$ cat config.mk
export PLATFORM = sky130hd
export DESIGN_NAME = axi_rd_arb_flat
export DESIGN_NICKNAME = d
export VERILOG_FILES = /design/src/rtl/axi_rd_arb_pkg.sv /design/src/rtl/axi_rd_arb_if.sv /design/src/rtl/axi_rd_arb_outs_cnt.sv /design/src/rtl/axi_rd_arb.sv /design/src/flat_wrapper.sv
export SDC_FILE = /design/constraint.sdc
export NUM_CORES = 1
export LEC_CHECK = 0
export BUFFER_PORTS_ARGS = -buffer_cell sky130_fd_sc_hd__buf_2
export CELL_PAD_IN_SITES_DETAIL_PLACEMENT = 0
export CELL_PAD_IN_SITES_GLOBAL_PLACEMENT = 2
export CORE_MARGIN = 1.5
export CORE_UTILIZATION = 20
export CTS_CLUSTER_SIZE = 24
export DETAILED_ROUTE_END_ITERATION = 6
export PLACE_DENSITY_LB_ADDON = 0.1
export SKIP_CTS_REPAIR_TIMING = 1
export SLEW_MARGIN = 20
export SYNTH_ARGS = -nofsm -noshare
export SYNTH_HDL_FRONTEND = slang
export SYNTH_SLANG_ARGS = --single-unit
$ cat constraint.sdc
create_clock -name clk -period 6.17 [get_ports clk]
set_clock_uncertainty 0.1 [all_clocks]
set_input_delay 0.617 -clock clk [delete_from_list [all_inputs] [get_ports clk]]
set_output_delay 0.617 -clock clk [all_outputs]
set_load 0.01 [all_outputs]
$ cat src/rtl/axi_rd_arb_pkg.sv
// Shared AR-channel constants, state encoding and size mapping
// for the two-port AXI read arbiter.
package cpu_axi_pkg;

   localparam logic [0:0] S_IDLE    = 1'b0;
   localparam logic [0:0] S_AR_WAIT = 1'b1;

   localparam logic [3:0] ID_INST_DEF = 4'd0;
   localparam logic [3:0] ID_DATA_DEF = 4'd1;

   localparam logic [7:0] AR_LEN   = 8'd0;
   localparam logic [1:0] AR_BURST = 2'b01;
   localparam logic [1:0] AR_LOCK  = 2'b00;
   localparam logic [3:0] AR_CACHE = 4'b0000;
   localparam logic [2:0] AR_PROT  = 3'b000;

   function automatic logic [2:0] size_to_arsize(input logic [1:0] s);
      return {1'b0, s};
   endfunction

endpackage

$ cat src/rtl/axi_rd_arb_if.sv
// AXI read address and read data channels shared by the
// arbiter (master) and the memory side (slave).
interface axi_rd_arb_if;
   logic [3:0]  arid;
   logic [31:0] araddr;
   logic [7:0]  arlen;
   logic [2:0]  arsize;
   logic [1:0]  arburst;
   logic [1:0]  arlock;
   logic [3:0]  arcache;
   logic [2:0]  arprot;
   logic        arvalid;
   logic        arready;
   logic [3:0]  rid;
   logic [31:0] rdata;
   logic [1:0]  rresp;
   logic        rlast;
   logic        rvalid;
   logic        rready;

   modport master (
      output arid, araddr, arlen, arsize, arburst,
      output arlock, arcache, arprot, arvalid, rready,
      input  arready, rid, rdata, rresp, rlast, rvalid
   );

   modport slave (
      input  arid, araddr, arlen, arsize, arburst,
      input  arlock, arcache, arprot, arvalid, rready,
      output arready, rid, rdata, rresp, rlast, rvalid
   );
endinterface

$ cat src/rtl/axi_rd_arb_outs_cnt.sv
// Saturating per-requester outstanding-read counter (never
// exceeds MAX, never wraps below zero).
module rd_outs_cnt #(
   parameter int MAX = 2
) (
   input  logic clk,
   input  logic rst,
   input  logic inc,
   input  logic dec,
   output logic at_max,
   output logic busy
);
   localparam logic [2:0] LIM = 3'(MAX);

   logic [2:0] cnt;

   always_ff @(posedge clk or posedge rst) begin
      if (rst) begin
         cnt <= 3'd0;
      end else if (inc && !dec && cnt < LIM) begin
         cnt <= cnt + 3'd1;
      end else if (dec && !inc && cnt != 3'd0) begin
         cnt <= cnt - 3'd1;
      end
   end

   assign at_max = (cnt >= LIM);
   assign busy   = (cnt != 3'd0);
endmodule

$ cat src/rtl/axi_rd_arb.sv
// Two-port (inst/data) AXI read arbiter, single-beat reads.
// Define AXI_RD_ROUND_ROBIN_EN for round-robin instead of data-first.
module axi_rd_arb
   import cpu_axi_pkg::*;
#(
   parameter int         OUTS_MAX = 2,
   parameter logic [3:0] ID_INST  = ID_INST_DEF,
   parameter logic [3:0] ID_DATA  = ID_DATA_DEF
) (
   input  logic        clk,
   input  logic        rst,
   input  logic        inst_req,
   input  logic [31:0] inst_addr,
   input  logic [1:0]  inst_size,
   output logic        inst_addr_ok,
   output logic        inst_data_ok,
   output logic [31:0] inst_rdata,
   input  logic        data_req,
   input  logic [31:0] data_addr,
   input  logic [1:0]  data_size,
   output logic        data_addr_ok,
   output logic        data_data_ok,
   output logic [31:0] data_rdata,
   input  logic        wr_pending,
   axi_rd_arb_if.master ax
);
   logic [0:0]  state;
   logic [3:0]  lat_id;
   logic [31:0] lat_addr;
   logic [1:0]  lat_size;
   logic        lat_data;

   logic inst_max, data_max;
   logic inst_busy, data_busy;
   logic inst_elig, data_elig;
   logic pick_data, grant, hs;
   logic rbeat, hit_inst, hit_data;
   logic unused_ok;

   assign inst_elig = inst_req & ~inst_max;
   assign data_elig = data_req & ~data_max & ~wr_pending;
   assign grant     = (state == S_IDLE) & (inst_elig | data_elig);
   assign hs        = (state == S_AR_WAIT) & ax.arready;

`ifdef AXI_RD_ROUND_ROBIN_EN
   logic last_data;

   always_ff @(posedge clk or posedge rst) begin
      if (rst) begin
         last_data <= 1'b0;
      end else if (grant) begin
         last_data <= pick_data;
      end
   end

   assign pick_data = data_elig & (~inst_elig | ~last_data);
`else
   assign pick_data = data_elig;
`endif

   always_ff @(posedge clk or posedge rst) begin
      if (rst) begin
         state    <= S_IDLE;
         lat_id   <= 4'd0;
         lat_addr <= 32'd0;
         lat_size <= 2'd0;
         lat_data <= 1'b0;
      end else begin
         unique case (state)
            S_IDLE: begin
               if (grant) begin
                  state    <= S_AR_WAIT;
                  lat_data <= pick_data;
                  lat_id   <= pick_data ? ID_DATA : ID_INST;
                  lat_addr <= pick_data ? data_addr : inst_addr;
                  lat_size <= pick_data ? data_size : inst_size;
               end
            end
            S_AR_WAIT: begin
               if (ax.arready) state <= S_IDLE;
            end
            default: state <= S_IDLE;
         endcase
      end
   end

   assign ax.arid    = lat_id;
   assign ax.araddr  = lat_addr;
   assign ax.arsize  = size_to_arsize(lat_size);
   assign ax.arlen   = AR_LEN;
   assign ax.arburst = AR_BURST;
   assign ax.arlock  = AR_LOCK;
   assign ax.arcache = AR_CACHE;
   assign ax.arprot  = AR_PROT;
   assign ax.arvalid = (state == S_AR_WAIT);

   assign inst_addr_ok = hs & ~lat_data;
   assign data_addr_ok = hs & lat_data;

   // Beats are only accepted while something is outstanding
   assign ax.rready = inst_busy | data_busy;
   assign rbeat     = ax.rvalid & ax.rready;
   assign hit_data  = rbeat & (ax.rid == ID_DATA);
   assign hit_inst  = rbeat & (ax.rid == ID_INST) & ~hit_data;

   assign inst_data_ok = hit_inst;
   assign data_data_ok = hit_data;
   assign inst_rdata   = ax.rdata;
   assign data_rdata   = ax.rdata;

   assign unused_ok = ^{ax.rresp, ax.rlast};

   rd_outs_cnt #(.MAX(OUTS_MAX)) u_inst_cnt (
      .clk    (clk),
      .rst    (rst),
      .inc    (inst_addr_ok),
      .dec    (hit_inst),
      .at_max (inst_max),
      .busy   (inst_busy)
   );

   rd_outs_cnt #(.MAX(OUTS_MAX)) u_data_cnt (
      .clk    (clk),
      .rst    (rst),
      .inc    (data_addr_ok),
      .dec    (hit_data),
      .at_max (data_max),
      .busy   (data_busy)
   );
endmodule

$ cat src/flat_wrapper.sv
// flat-port wrapper written by rule: the top's interface ports become plain ports
module axi_rd_arb_flat import cpu_axi_pkg::*;
#(
   parameter int         OUTS_MAX = 2,
   parameter logic [3:0] ID_INST  = ID_INST_DEF,
   parameter logic [3:0] ID_DATA  = ID_DATA_DEF
)
  (clk, rst, inst_req, inst_addr, inst_size, inst_addr_ok, inst_data_ok, inst_rdata, data_req, data_addr, data_size, data_addr_ok, data_data_ok, data_rdata, wr_pending, ax_arid, ax_araddr, ax_arlen, ax_arsize, ax_arburst, ax_arlock, ax_arcache, ax_arprot, ax_arvalid, ax_rready, ax_arready, ax_rid, ax_rdata, ax_rresp, ax_rlast, ax_rvalid);
  axi_rd_arb_if ax_i ();
  input  logic clk;
  input  logic rst;
  input  logic inst_req;
  input  logic [31:0] inst_addr;
  input  logic [1:0] inst_size;
  output logic inst_addr_ok;
  output logic inst_data_ok;
  output logic [31:0] inst_rdata;
  input  logic data_req;
  input  logic [31:0] data_addr;
  input  logic [1:0] data_size;
  output logic data_addr_ok;
  output logic data_data_ok;
  output logic [31:0] data_rdata;
  input  logic wr_pending;
  output wire logic [$bits(ax_i.arid)-1:0] ax_arid;
  output wire logic [$bits(ax_i.araddr)-1:0] ax_araddr;
  output wire logic [$bits(ax_i.arlen)-1:0] ax_arlen;
  output wire logic [$bits(ax_i.arsize)-1:0] ax_arsize;
  output wire logic [$bits(ax_i.arburst)-1:0] ax_arburst;
  output wire logic [$bits(ax_i.arlock)-1:0] ax_arlock;
  output wire logic [$bits(ax_i.arcache)-1:0] ax_arcache;
  output wire logic [$bits(ax_i.arprot)-1:0] ax_arprot;
  output wire logic [$bits(ax_i.arvalid)-1:0] ax_arvalid;
  output wire logic [$bits(ax_i.rready)-1:0] ax_rready;
  input wire logic [$bits(ax_i.arready)-1:0] ax_arready;
  input wire logic [$bits(ax_i.rid)-1:0] ax_rid;
  input wire logic [$bits(ax_i.rdata)-1:0] ax_rdata;
  input wire logic [$bits(ax_i.rresp)-1:0] ax_rresp;
  input wire logic [$bits(ax_i.rlast)-1:0] ax_rlast;
  input wire logic [$bits(ax_i.rvalid)-1:0] ax_rvalid;
  assign ax_arid = ax_i.arid;
  assign ax_araddr = ax_i.araddr;
  assign ax_arlen = ax_i.arlen;
  assign ax_arsize = ax_i.arsize;
  assign ax_arburst = ax_i.arburst;
  assign ax_arlock = ax_i.arlock;
  assign ax_arcache = ax_i.arcache;
  assign ax_arprot = ax_i.arprot;
  assign ax_arvalid = ax_i.arvalid;
  assign ax_rready = ax_i.rready;
  assign ax_i.arready = ax_arready;
  assign ax_i.rid = ax_rid;
  assign ax_i.rdata = ax_rdata;
  assign ax_i.rresp = ax_rresp;
  assign ax_i.rlast = ax_rlast;
  assign ax_i.rvalid = ax_rvalid;
  axi_rd_arb #(.OUTS_MAX(OUTS_MAX), .ID_INST(ID_INST), .ID_DATA(ID_DATA)) u_core (.clk(clk), .rst(rst), .inst_req(inst_req), .inst_addr(inst_addr), .inst_size(inst_size), .inst_addr_ok(inst_addr_ok), .inst_data_ok(inst_data_ok), .inst_rdata(inst_rdata), .data_req(data_req), .data_addr(data_addr), .data_size(data_size), .data_addr_ok(data_addr_ok), .data_data_ok(data_data_ok), .data_rdata(data_rdata), .wr_pending(wr_pending), .ax(ax_i));
endmodule
**After elaboration in Yosys (flattened, before gate mapping)**

Cells that the tools add are included.

- Bits of input ports: 114
- Flip-flop bits (word level): 46
- Logic and storage cells: 63

- Equal/unequal tests: 1
- Bitwise operators: 19
- Reductions and logical operators: 18
- Order comparisons: 4
- Mux-type cells: 10
- Add/sub/neg operators: 4

Operators with widths:

| kind | count |
|---|---|
| $mux W32 | 1 |
| $mux W3 | 4 |
| $and A1 B1 Y1 | 11 |
| $logic_and A1 B1 Y1 | 8 |
| $add A3 B1 Y3 const B | 2 |
| $ge A3 B2 Y1 const B | 2 |
| $lt A3 B2 Y1 const B | 2 |
| $not A1 Y1 | 6 |
| $reduce_bool A3 Y1 | 2 |
| $sub A3 B1 Y3 const B | 2 |
| $eq A4 B1 Y1 const B | 1 |
| $logic_not A1 Y1 | 4 |
| $logic_not A4 Y1 | 1 |
| $reduce_bool A2 Y1 | 2 |
| $mux W1 | 3 |
| $mux W2 | 1 |
| $or A1 B1 Y1 | 2 |
| $pmux W1 S2 | 1 |
| $reduce_and A2 Y1 | 1 |

**Depth between registers and ports, before layout**

Gate-level depths: netlist of the first run.

- Depth in word-level cells: 10
- Depth in mapped cells: 6
- Mapped depth without buffers: 6

**Modules after synthesis**

From an unflattened synthesis of the first run, not the netlist that was laid out.

- Cell total of the unflattened synthesis: 278
- Area, all modules: 2,826.5 sq um

By module, submodules not included:

| module | area each (sq um) | cells each | seq. area each (sq um) | times used |
|---|---|---|---|---|
| axi_rd_arb | 2,381.0 | 226 | 900.9 | 1 |
| rd_outs_cnt | 222.7 | 26 | 75.1 | 2 |

**Worst setup path after synthesis of the first run**

No wires, ideal clock.

- Kind: input-to-reg
- Start: input ax_arready
- End: register u_core.u_data_cnt.cnt[2]
- Required time: 6.001 ns
- Arrival: 1.982 ns
- Path slack: 4.019 ns
- Path buffers: 0
- Stages on the path: 6
- Cell sequence: nand3_1 > inv_1 > o211ai_1 > fa_1 > or4_1 > nand3_1

- Word-level cells in the longest chain between the ends: 6

Ends and longest elaborated chain:

| what | RTL line | RTL |
|---|---|---|
| start: declaration | flat_wrapper.sv:35 | `input wire logic [$bits(ax_i.arready)-1:0] ax_arready;` |
| $and A1 B1 Y1 (*) | axi_rd_arb.sv:43 | `assign hs = (state == S_AR_WAIT) & ax.arready;` |
| $and A1 B1 Y1 (*) | axi_rd_arb.sv:98 | `assign data_addr_ok = hs & lat_data;` |
| net data_addr_ok | flat_wrapper.sv:21 | `output logic data_addr_ok;` |
| $logic_not A1 Y1 | axi_rd_arb_outs_cnt.sv:22 | `end else if (dec && !inc && cnt != 3'd0) begin` |
| $logic_and A1 B1 Y1 (2 in series) | axi_rd_arb_outs_cnt.sv:22 |  |
| $reduce_bool A2 Y1 (no source line) | -- |  |
| end signal: assignment | axi_rd_arb_outs_cnt.sv:21 | `cnt <= cnt + 3'd1;` |
| end signal: assignment | axi_rd_arb_outs_cnt.sv:23 | `cnt <= cnt - 3'd1;` |
| end: declaration | axi_rd_arb_outs_cnt.sv:15 | `logic [2:0] cnt;` |

The timed path passes the listed nets; every way through them passes the cells marked *.
A chain may end at the register's enable or synchronous reset.

**Worst setup path in the final report of the first run**

- Start: register u_core.u_data_cnt.cnt[1]
- End: register u_core.lat_addr[9] (netlist: u_core.ax.araddr[9])

- Word-level cells in the longest chain between the ends: 7

Ends and longest elaborated chain:

| what | RTL line | RTL |
|---|---|---|
| $ge A3 B2 Y1 (*) | axi_rd_arb_outs_cnt.sv:27 | `assign at_max = (cnt >= LIM);` |
| $not A1 Y1 (*) | axi_rd_arb.sv:41 | `assign data_elig = data_req & ~data_max & ~wr_pending;` |
| $and A1 B1 Y1 (*) (2 in series) | axi_rd_arb.sv:41 |  |
| $or A1 B1 Y1 | axi_rd_arb.sv:42 | `assign grant = (state == S_IDLE) & (inst_elig \| data_elig);` |
| $and A1 B1 Y1 | axi_rd_arb.sv:42 |  |
| $reduce_and A2 Y1 (no source line) | -- |  |
| end signal: assignment | axi_rd_arb.sv:75 | `lat_addr <= pick_data ? data_addr : inst_addr;` |
| end: declaration | axi_rd_arb.sv:29 | `logic [31:0] lat_addr;` |

Every way passes the cells marked *; elsewhere a longest branch is shown, timed or not.

==> results of run 1 <==
==> cells in the mapped netlist (2+ instances only) <==
cell,instances,share of area
buf_2,9,0.016
a31oi_1,35,0.079
nand2b_1,2,0.0045
conb_1,2,0.0027
o21ai_0,6,0.011
nor2_1,42,0.057
nand3_1,4,0.0072
fa_1,2,0.014
o211ai_1,3,0.0081
clkbuf_1,3,0.0041
nand3b_1,2,0.0054
dfrtp_1,42,0.38
inv_1,5,0.0068
buf_4,89,0.24
a211oi_1,2,0.0054
nand2_1,73,0.099
==> power by group <==
part	internal, mW	switching, mW
Clock	0.243	0.117
Sequential	0.401	0.0759
Combinational	0.183	0.214
Total	0.827	0.407
==> flip-flops by register name, summed over array words and instances (netlist names) <==
signal and flops:
u_core.u_data_cnt.cnt 3, u_core.lat_data 1, u_core.u_inst_cnt.cnt 3, u_core.ax.arvalid 1, u_core.ax.araddr 32, u_core.lat_size 2
==> layout make-up <==
class / instances / share of cell area
multi-input combinational: 212 / 0.334
sequential: 42 / 0.331
timing repair buffer: 122 / 0.195
tap: 176 / 0.0694
clock buffer: 6 / 0.0438
clock inverter: 2 / 0.0189
inverter: 6 / 0.00788
==> how the worst max path moves through the flow <==
stage,endpoint,slack (ns),startpoint
after floorplan,u_core.u_data_cnt.cnt[2],4.02,ax_arready
after global placement,u_core.ax.araddr[31],3.56,wr_pending
after detailed placement,u_core.ax.araddr[9],3.54,wr_pending
after CTS,u_core.ax.araddr[9],3.62,u_core.u_data_cnt.cnt[1]
after global routing,u_core.ax.araddr[9],3.42,u_core.u_data_cnt.cnt[1]
final,u_core.ax.araddr[9],3.72,u_core.u_data_cnt.cnt[1]
==> cell families (layout without fill, tap and decap cells) <==
logic type               after synthesis  after routing  synth area share
adder cells (fa/ha/maj)                2              2            0.0145
other                                  2             23           0.00272
flip-flops                            42             42             0.380
AND/OR/NAND/NOR                      134            134             0.208
buffers and inverters                107            136             0.270
AO/OA/AOI/OAI                         53             53             0.124
==> routing by layer <==
layer,vias up,GRT usage
met5,-,0
met1,1029,0.141
li1,1107,-
met4,0,0.0272
met3,12,0.0245
met2,101,0.162
==> critical path: stages, from the launching register on <==
cell	delay (ns)
dfrtp_1	0.49
nor2_2	0.25
nand3b_2	0.17
a21oi_4	0.55
buf_4	0.53
nor2_1	0.11
a31oi_1	0.17
==> metrics by stage <==
stage | area (um2) | power (mW) | cells | setup slack [ns]
finish | 3170 | 1.23 | 566 | 3.72
global route | 3170 | 1.32 | 566 | 3.42
CTS | 3170 | 1.26 | 566 | 3.62
detailed placement | 2980 | 0.889 | 558 | 3.54
global placement | 2970 | 0.887 | 558 | 3.56
floorplan | 2840 | 0.754 | 361 | 4.02
==> summary.md, run 1 <==
| Metric | Value |
|---|---|
| Status | `finished clean` |
| Area of the multi-input gates | `approximately 1100 um2` |
| Post-DP HPWL | `between 5 and 6 mm` |
| Via-to-Cell Ratio | `3.97` |
| Ys flop type | `dfrtp_1` |
| Maximum vdd ir drop | `roughly 120 uV` |
| Synth async-reset ratio | `1.00` |
| Sequential area share after synthesis | `0.380` |
| Initial antenna violation count | `0` |
| DR WL met2 | `around 3.4 mm` |
| Storage element area | `about 1100 um2` |
| Die Footprint | `between 10,000 and 15,000 um2` |
| Number of synthesized flops with an enable pin | `0` |
| Vias after detailed routing | `2,249` |
| Vias in the first global route | `just over 2,000` |
| H-tree depth | `2` |
| FF-to-FF setup slack | `roughly 3.7 ns` |
| Fill count | `around 1,500` |
| Syn Area/Cell | `8.13 um2` |
| Ys Warns | `0` |
| Final hold vios | `0` |
| Fin crit share | `0.397` |
| Top layer in use | `met4` |
| Root buf cell | `clkbuf_16` |
| Reg2reg end | `u_core.ax.araddr[9]` |
| Inserted Clock Buffers | `5` |
| Initial Util | `0.207` |
| DR iter-0 viols | `91` |
| Critical Path Fanout Max | `47` |
| Top-Level Pins | `about 240` |
| Chip Width | `121 um` |
| WL/cell | `around 14 um` |
| Data arrival, critical path | `between 2 and 3 ns` |
| Slew headroom | `0.578` |
| Longest Clk Path Bufs | `2` |
| Max-cap violations | `0` |
| Met3 WL | `roughly 580 um` |
| Commonest non-fill, non-tap cells in the layout | `buf_2, nand2_1, nor2_1, dfrtp_1, a31oi_1` |
| Crit path kind | `reg2reg` |
| Leak | `1.55 nW` |
| Final setup viols | `0` |
| Total GRT Usage | `0.103` |
| Max Freq | `408 MHz` |
| Total core area | `roughly 13,000 um2` |
| Worst hold margin | `approximately 0.3 ns` |
| CP Capture Type | `register` |
| Clk sink count | `42` |
| Critical Path Start Type | `register` |
| Layout cells sized above 1 | `0.359` |
| Setup TNS | `0 ns` |
| DIE HEIGHT | `~120 um` |
| Drt first pass iters | `4` |
| # diodes | `0` |
| PwrDens | `389 nW/um2` |
| Remaining Overflow, GRT | `0` |
| Fin crit period | `2.45 ns` |
| Hold Path Class | `in2async` |
| Slew @ Worst Pin | `approximately 0.63 ns` |
| GPL Wtd Cong | `between 0.6 and 0.7` |
| # nets final | `a little over 500` |
| Synth unique cells | `35` |
| Flops & latches, synth | `42` |
| Antenna-violating nets left | `0` |
| Clock-pin slew on the worst setup and hold paths | `0.07 ns` |
| Util after Layout | `0.238` |
| Routed WL | `between 7 and 8 mm` |
| P&R area growth vs syn | `14.8%` |
| Commonest non-fill, non-tap cell in the layout | `buf_2` |
| R2r startpoint | `u_core.u_data_cnt.cnt[1]` |
| Worst skew pair latency | `0.28 ns` |
| # DRC | `0` |
| Largest net degree at the start of global routing | `48` |
| First-pass GRT wire length | `roughly 12 mm` |
| Unrepaired setup endpoints after global routing | `false` |
| Metal-1 WL | `3.80 mm` |
| CTS tree | `yes` |
| Row count | `42` |
| Reg2reg path depth | `6` |
| Mapped Area | `between 2000 and 3000 um2` |
| Port Buffer Count | `roughly 120` |
| Cells after Synth | `340` |
| Max Slew Vio Count | `0` |
| Req. time, crit path | `6.27 ns` |
(Power assumes the default switching activity.)
==> run 2, diff against run 1 <==
--- a/config.mk
+++ b/config.mk
@@ -5,11 +5,12 @@
 export SDC_FILE = /design/constraint.sdc
 export NUM_CORES = 1
 export LEC_CHECK = 0
+export ABC_AREA = 1
 export BUFFER_PORTS_ARGS = -buffer_cell sky130_fd_sc_hd__buf_2
 export CELL_PAD_IN_SITES_DETAIL_PLACEMENT = 0
 export CELL_PAD_IN_SITES_GLOBAL_PLACEMENT = 2
 export CORE_MARGIN = 1.5
-export CORE_UTILIZATION = 20
+export CORE_UTILIZATION = 18
 export CTS_CLUSTER_SIZE = 24
 export DETAILED_ROUTE_END_ITERATION = 6
 export PLACE_DENSITY_LB_ADDON = 0.1
==> constraint.sdc (replaced) <==
create_clock -name clk -period 2.5 [get_ports clk]
set_clock_uncertainty 0.1 [all_clocks]
set_input_delay 0.25 -clock clk [delete_from_list [all_inputs] [get_ports clk]]
set_output_delay 0.25 -clock clk [all_outputs]
set_load 0.01 [all_outputs]
==> run 2 against run 1 <==
  * Via count is 5.1% higher
  * First-iteration DRC count is 21% lower
  * Utilization is 2.5 points lower
  * Hold slack worse by 0.23 ns
  * Highest routed layer unchanged
==> summary.md, run 2 <==
| Metric | Value |
|---|---|
| Req. time, crit path | `2.59 ns (-3.68 ns)` |
| Fin crit period | `2.01 ns (-0.438 ns)` |
| Root buf cell | `clkbuf_16` |
| Number of synthesized flops with an enable pin | `0 (unchanged)` |
| WP buf/inv | `2 (+1)` |
| Layout cells sized above 1 | `0.340 (-0.0192)` |
| Remaining Overflow, GRT | `0 (unchanged)` |
| Row count | `45 (+7.1%)` |
| Initial antenna violation count | `0 (unchanged)` |
| Total GRT Usage | `0.106 (+0.00328)` |
| Worst skew pair latency | `0.29 ns (about the same)` |
| Fraction of power spent switching nets | `0.405 (+0.0754)` |
| Crit-path max cell delay | `0.45 ns (-0.10 ns)` |
| Slew @ Worst Pin | `0.581 ns (-0.0497 ns)` |
| Status | `finished clean` |
| Drt first pass iters | `4 (unchanged)` |
| Vias after detailed routing | `2,364 (+5.1%)` |
| Synth async-reset ratio | `1.00 (unchanged)` |
| Synth area leaders | `dfrtp_1, buf_4, nand2_1, nand3_1, a31oi_1` |
| Initial Util | `0.185 (-0.0224)` |
| # DRC | `0 (unchanged)` |
| Final setup viols | `0 (unchanged)` |
| Top-Level Pins | `242 (unchanged)` |
| Seq pwr share | `0.358 (-0.028)` |
| Commonest non-fill, non-tap cell in the layout | `buf_2` |
| Max Slew Vio Count | `0 (unchanged)` |
| Clk sink count | `42 (unchanged)` |
| H-tree depth | `2 (unchanged)` |
| Fin crit share | `0.804 (+0.407)` |
| WL/cell | `14.3 um (+3.0%)` |
| Setup TNS | `0 ns (unchanged)` |
| Slew headroom | `0.612 (+0.0335)` |
| PwrDens | `1060 nW/um2 (+170%)` |
| CTS tree | `yes` |
| Yosys top cell area share | `0.374 (-0.00593)` |
| Top cell type by total area after synthesis | `dfrtp_1` |
| Die Footprint | `16,400 um2 (+13%)` |
| Routed WL | `8.59 mm (+9.7%)` |
| Internal Power | `2.05 mW (+150%)` |
| CP most frequent cell | `nand2_1` |
| P_sw | `1.39 mW (+240%)` |
| Clock-pin slew on the worst setup and hold paths | `0.06 ns (about the same)` |
| # diodes | `0 (unchanged)` |
| Post-DP HPWL | `6.06 mm (+12%)` |
| Flops & latches, synth | `42 (unchanged)` |
| Inserted Clock Buffers | `5 (unchanged)` |
| Data arrival, critical path | `2.10 ns (-0.45 ns)` |
| Ys Warns | `0 (unchanged)` |
| Port Buffer Count | `119 (unchanged)` |
| Post-synth top cells | `buf_4, nand2_1, nand3_1, nor2_1, dfrtp_1` |
| Slowest-stage cell, CP | `dfrtp_1` |
| GPL Wtd Cong | `0.690 (+0.26%)` |
| Vias in the first global route | `2,378 (+15%)` |
| Leak | `1.64 nW (+5.9%)` |
| Cells after Synth | `363 (+6.8%)` |
| Max-cap violations | `0 (unchanged)` |
| Max Freq | `498 MHz (+22%)` |
| Critical Path Fanout Max | `6 (-87%)` |
| Critical path depth in cells | `11 (+5)` |
| Via-to-Cell Ratio | `3.92 (-1.3%)` |
| First-pass GRT wire length | `13.1 mm (+13%)` |
| Top-count cell post-synth | `buf_4` |
| Unrepaired setup endpoints after global routing | `false` |
| Hold depth | `2` |
| Longest Clk Path Bufs | `2 (unchanged)` |
| Delay-heaviest family, CP | `simple AND/OR/NAND/NOR gates` |
| Critical Path Start Type | `register` |
| Maximum vdd ir drop | `279 uV (+140%)` |
| Chip Width | `128 um (+6.1%)` |
| Mapped Area | `2810 um2 (+1.6%)` |
| P&R area growth vs syn | `15.3%` |
| Hold Path Class | `in2reg` |
| Gate power share | `0.423 (+0.101)` |
| Antenna-violating nets left | `0 (unchanged)` |
| CP Capture Type | `register` |
| CP Cell Sequence | `nor2_4 > nand2_1 > inv_1 > nand2_1 > nand3_1 > nand2_1 > fa_1 > inv_1 > nand2_1 > nand2_1 > nand2_1` |
| Util after Layout | `0.213 (-0.0249)` |
| Final hold vios | `0 (unchanged)` |
| Fill count | `1,778 (+16%)` |
| Reg2reg path depth | `11 (+5)` |
| Total core area | `15,200 um2 (+14%)` |
| Portion of total power attributed to the clock network | `0.219 (-0.073)` |
| DIE HEIGHT | `128 um (+6.1%)` |
| Largest net degree at the start of global routing | `37 (-23%)` |
| Commonest non-fill, non-tap cells in the layout | `buf_2, nand2_1, nor2_1, nand3_1, dfrtp_1` |
| Sequential area share after synthesis | `0.374 (-0.00593)` |
| Synth unique cells | `20 (-43%)` |
| Max FFs per register | `32 (unchanged)` |
| Crit path kind | `reg2reg` |
| Ys flop type | `dfrtp_1` |
| DR iter-0 viols | `72 (-21%)` |
| Syn Area/Cell | `7.73 um2 (-4.9%)` |
| # nets final | `530 (+5.0%)` |
## run 2: path summary, 6_finish.rpt
kind,from,to,slack (ns)
setup / recovery,u_core.u_data_cnt.cnt[1],u_core.u_data_cnt.cnt[2],0.49
hold / removal,ax_arready,u_core.ax.arvalid,0.07
setup reg to reg,u_core.u_data_cnt.cnt[1],u_core.u_data_cnt.cnt[2],0.49
hold reg to reg,u_core.ax.araddr[31],u_core.ax.araddr[31],0.44
max in group asynchronous,rst,u_core.ax.araddr[2],1.30
min in group asynchronous,rst,u_core.ax.araddr[19],0.45
## run 2: power by group through the flow
stage                     logic [mW]  clock network (mW)  registers [mW]
after detailed placement        1.51                   0            1.25
after global routing            1.66               0.815            1.28
after floorplan                0.891                   0            1.36
final                           1.46               0.753            1.23
after global placement          1.50                   0            1.25
after CTS                       1.50               0.787            1.24
## run 2: stage by stage
step	cell area [um2]	total power [mW]	hold slack [ns]	std cells	setup slack, ns
6_report	3240	3.44	0.0660	603	0.490
5_1_grt	3240	3.76	0.0817	603	0.263
4_1_cts	3230	3.53	-0.0635	602	0.427
3_5_place_dp	3060	2.76	0.259	594	0.450
3_3_place_gp	3060	2.75	0.257	594	0.455
2_1_floorplan	2890	2.25	0.246	384	0.585
## run 2: layer usage
| metal | vias to the layer above | track usage | part of all wire |
|---|---|---|---|
| met2 | 95 | 0.174 | 0.46 |
| met3 | 18 | 0.0363 | 0.079 |
| met5 | - | 0 | 0 |
| met4 | 0 | 0.0489 | 0.029 |
| met1 | 1081 | 0.125 | 0.43 |
| li1 | 1170 | - | - |
## run 2: kinds of logic after synthesis
family          synth area share
compound gates            0.0856
fa+ha+maj                 0.0143
buf+inv                    0.287
flops                      0.374
other cells              0.00267
simple gates               0.237
## run 2: area by class of cell
type / instances / area [um2] / share of cell area
well taps: 188 / 235 / 0.0727
flip-flops and latches: 42 / 1050 / 0.325
clock buffers: 8 / 166 / 0.0514
multi-input cells: 218 / 1040 / 0.321
inverters: 20 / 75.1 / 0.0232
repair buffers: 127 / 671 / 0.207
==> run 3, diff against run 2 <==
==> constraint.sdc (replaced) <==
create_clock -name clk -period 2.05 [get_ports clk]
set_clock_uncertainty 0.1 [all_clocks]
set_input_delay 0.205 -clock clk [delete_from_list [all_inputs] [get_ports clk]]
set_output_delay 0.205 -clock clk [all_outputs]
set_load 0.01 [all_outputs]
==> run 3 against run 2 <==
  * Non-clock buffer count is 5 higher
  * Critical path depth stayed put
  * First-iteration DRC count is 6.9% lower
  * Sequential power is 23% higher
==> summary.md, run 3 (synthesis results as in run 2) <==
| Metric | Value |
|---|---|
| Status | `finished clean` |
| Critical Path Fanout Max | `4 (-2)` |
| CP Cell Sequence | `nor2_4 > nand2_1 > inv_1 > nand2_1 > nand3_1 > nand2_1 > fa_1 > inv_1 > nand2_1 > nand2_1 > nand2_1` |
| Max Freq | `537 MHz (+7.9%)` |
| Setup TNS | `0 ns (unchanged)` |
| Slew headroom | `0.629 (+0.0172)` |
| Routed WL | `8.41 mm (-2.2%)` |
| Commonest non-fill, non-tap cells in the layout | `buf_2, nand2_1, nor2_1, nand3_1, dfrtp_1` |
| Crit path kind | `reg2reg` |
| WL/cell | `13.8 um (-3.0%)` |
| Top-Level Pins | `242 (unchanged)` |
| Final hold vios | `0 (unchanged)` |
| Slowest-stage cell, CP | `dfrtp_2` |
| Gate power share | `0.427 (+0.004)` |
| FF-to-FF setup slack | `0.19 ns (-0.30 ns)` |
| Unrepaired setup endpoints after global routing | `false` |
| Total GRT Usage | `0.103 (-0.00312)` |
| Row count | `45 (unchanged)` |
| CP most frequent cell | `nand2_1` |
| Portion of total power attributed to the clock network | `0.219 (about the same)` |
| Layout cells sized above 1 | `0.352 (+0.0126)` |
| Slew @ Worst Pin | `0.556 ns (-0.0258 ns)` |
| Critical Path Start Type | `register` |
| CTS tree | `yes` |
| Remaining Overflow, GRT | `0 (unchanged)` |
| Hold Path Class | `in2reg` |
| Worst hold margin | `0.0336 ns (-0.0324 ns)` |
| Crit-path max cell delay | `0.45 ns (about the same)` |
| Data arrival, critical path | `1.95 ns (-0.15 ns)` |
| Layout Cells excl Fill | `608 (+0.83%)` |
| Vias after detailed routing | `2,380 (+0.68%)` |
| Longest Clk Path Bufs | `2 (unchanged)` |
| Drt first pass iters | `4 (unchanged)` |
| Clk sink count | `42 (unchanged)` |
| # DRC | `0 (unchanged)` |
| Port Buffer Count | `119 (unchanged)` |
| Reg2reg end | `u_core.u_data_cnt.cnt[2]` |
| Max FFs per register | `32 (unchanged)` |
| Initial antenna violation count | `0 (unchanged)` |
| Largest net degree at the start of global routing | `37 (unchanged)` |
| WHS Endpoint | `u_core.ax.arvalid` |
| CP Capture Type | `register` |
| Fill count | `1,748 (-1.7%)` |
| Max-cap violations | `0 (unchanged)` |
| Total core area | `15,200 um2 (unchanged)` |
| Reg2reg path depth | `11 (unchanged)` |
| GPL Wtd Cong | `0.712 (+3.2%)` |
| Pwr Total | `4.25 mW (+24%)` |
| P_sw | `1.69 mW (+22%)` |
| PwrDens | `1290 nW/um2 (+22%)` |
| DP Cell Count | `599 (+0.84%)` |
| Final setup viols | `0 (unchanged)` |
| Internal Power | `2.56 mW (+25%)` |
| Die Footprint | `16,400 um2 (unchanged)` |
| Delay-heaviest family, CP | `simple AND/OR/NAND/NOR gates` |
| Inserted Clock Buffers | `5 (unchanged)` |
| Req. time, crit path | `2.14 ns (-0.45 ns)` |
| Chip Width | `128 um (unchanged)` |
| Root buf cell | `clkbuf_16` |
| DR iter-0 viols | `67 (-6.9%)` |
| # nets final | `535 (+0.94%)` |
| WP buf/inv | `2 (unchanged)` |
| Post-DP HPWL | `6.24 mm (+2.9%)` |
| DIE HEIGHT | `128 um (unchanged)` |
| Worst setup startpoint | `u_core.u_data_cnt.cnt[1]` |
| # diodes | `0 (unchanged)` |
| Via-to-Cell Ratio | `3.91 (-0.15%)` |
| Antenna-violating nets left | `0 (unchanged)` |
| Clock-pin slew on the worst setup and hold paths | `0.07 ns (about the same)` |
| P&R area growth vs syn | `17.2%` |
| Leak | `1.67 nW (+1.4%)` |
| Critical hold path startpoint | `ax_arready` |
| Fin crit period | `1.86 ns (-0.148 ns)` |
| Commonest non-fill, non-tap cell in the layout | `buf_2` |
| Max Slew Vio Count | `0 (unchanged)` |
| Worst skew pair latency | `0.29 ns (about the same)` |
| Initial Util | `0.185 (unchanged)` |
| First-pass GRT wire length | `12.9 mm (-1.8%)` |
| Hold depth | `2 (unchanged)` |
| Fraction of power spent switching nets | `0.398 (-0.00692)` |
| Seq pwr share | `0.354 (-0.004)` |
| R2r startpoint | `u_core.u_data_cnt.cnt[1]` |
| H-tree depth | `2 (unchanged)` |
| Vias in the first global route | `2,441 (+2.6%)` |
| Fin crit share | `0.908 (+0.104)` |
| Maximum vdd ir drop | `340 uV (+22%)` |
run 3: changes by cell type in the layout (fill, tap and decap cells not counted), sizes merged:
cell / before / now
clkbuf: 8 / 5
clkinv: 0 / 2
buf: 126 / 131
bufinv: 0 / 1
run 3: worst register-to-register path, stage by stage (launching register included):
cell     delay, ns
dfrtp_2       0.45
nor2_4        0.14
nand2_1       0.10
inv_1         0.06
nand2_1       0.07
nand3_1       0.15
nand2_1       0.11
fa_1          0.37
inv_1         0.08
nand2_1       0.05
nand2_1       0.05
nand2_1       0.04
run 3: layout make-up:
type / count / area (um2) / share of cell area
Clock buffer: 5 / 125 / 0.0380
Sequential cell: 42 / 1050 / 0.320
Multi-Input combinational cell: 218 / 1040 / 0.316
Clock inverter: 3 / 40.0 / 0.0122
Timing Repair Buffer: 132 / 721 / 0.219
Tap cell: 188 / 235 / 0.0715
Inverter: 20 / 75.1 / 0.0228
run 3: power by group through the flow:
stage / Combinational (mW) / Sequential, mW / Clock [mW]
final: 1.82 / 1.51 / 0.931
after global routing: 2.07 / 1.57 / 1.00
after CTS: 1.88 / 1.51 / 0.972
after detailed placement: 1.88 / 1.52 / 0
after global placement: 1.88 / 1.52 / 0
after floorplan: 1.09 / 1.66 / 0
run 3: stage by stage:
step / setup slack [ns] / area, um2 / util
4_1_cts: 0.104 / 3280 / 0.215
3_3_place_gp: 0.137 / 3110 / 0.205
3_5_place_dp: 0.115 / 3110 / 0.205
6_report: 0.188 / 3290 / 0.216
2_1_floorplan: 0.135 / 2890 / -
5_1_grt: 0.00932 / 3290 / 0.216
run 3: routing by layer:
layer,up-vias,wire [um],share of wire,global-route usage
li1,1179,-,-,-
met1,1088,3690,0.44,0.126
met2,95,3880,0.46,0.169
met3,18,582,0.069,0.0255
met4,0,251,0.030,0.0509
met5,-,0,0,0
run 3: worst max-delay path by stage:
| stage | depth (start not counted) | endpoint | slack, ns |
|---|---|---|---|
| CTS | 9 | u_core.u_inst_cnt.cnt[1] | 0.10 |
| global route | 11 | u_core.u_inst_cnt.cnt[2] | 0.009 |
| detailed placement | 8 | u_core.u_inst_cnt.cnt[1] | 0.12 |
| floorplan | 11 | u_core.u_data_cnt.cnt[2] | 0.14 |
| finish | 11 | u_core.u_data_cnt.cnt[2] | 0.19 |
| global placement | 11 | u_core.u_inst_cnt.cnt[2] | 0.14 |
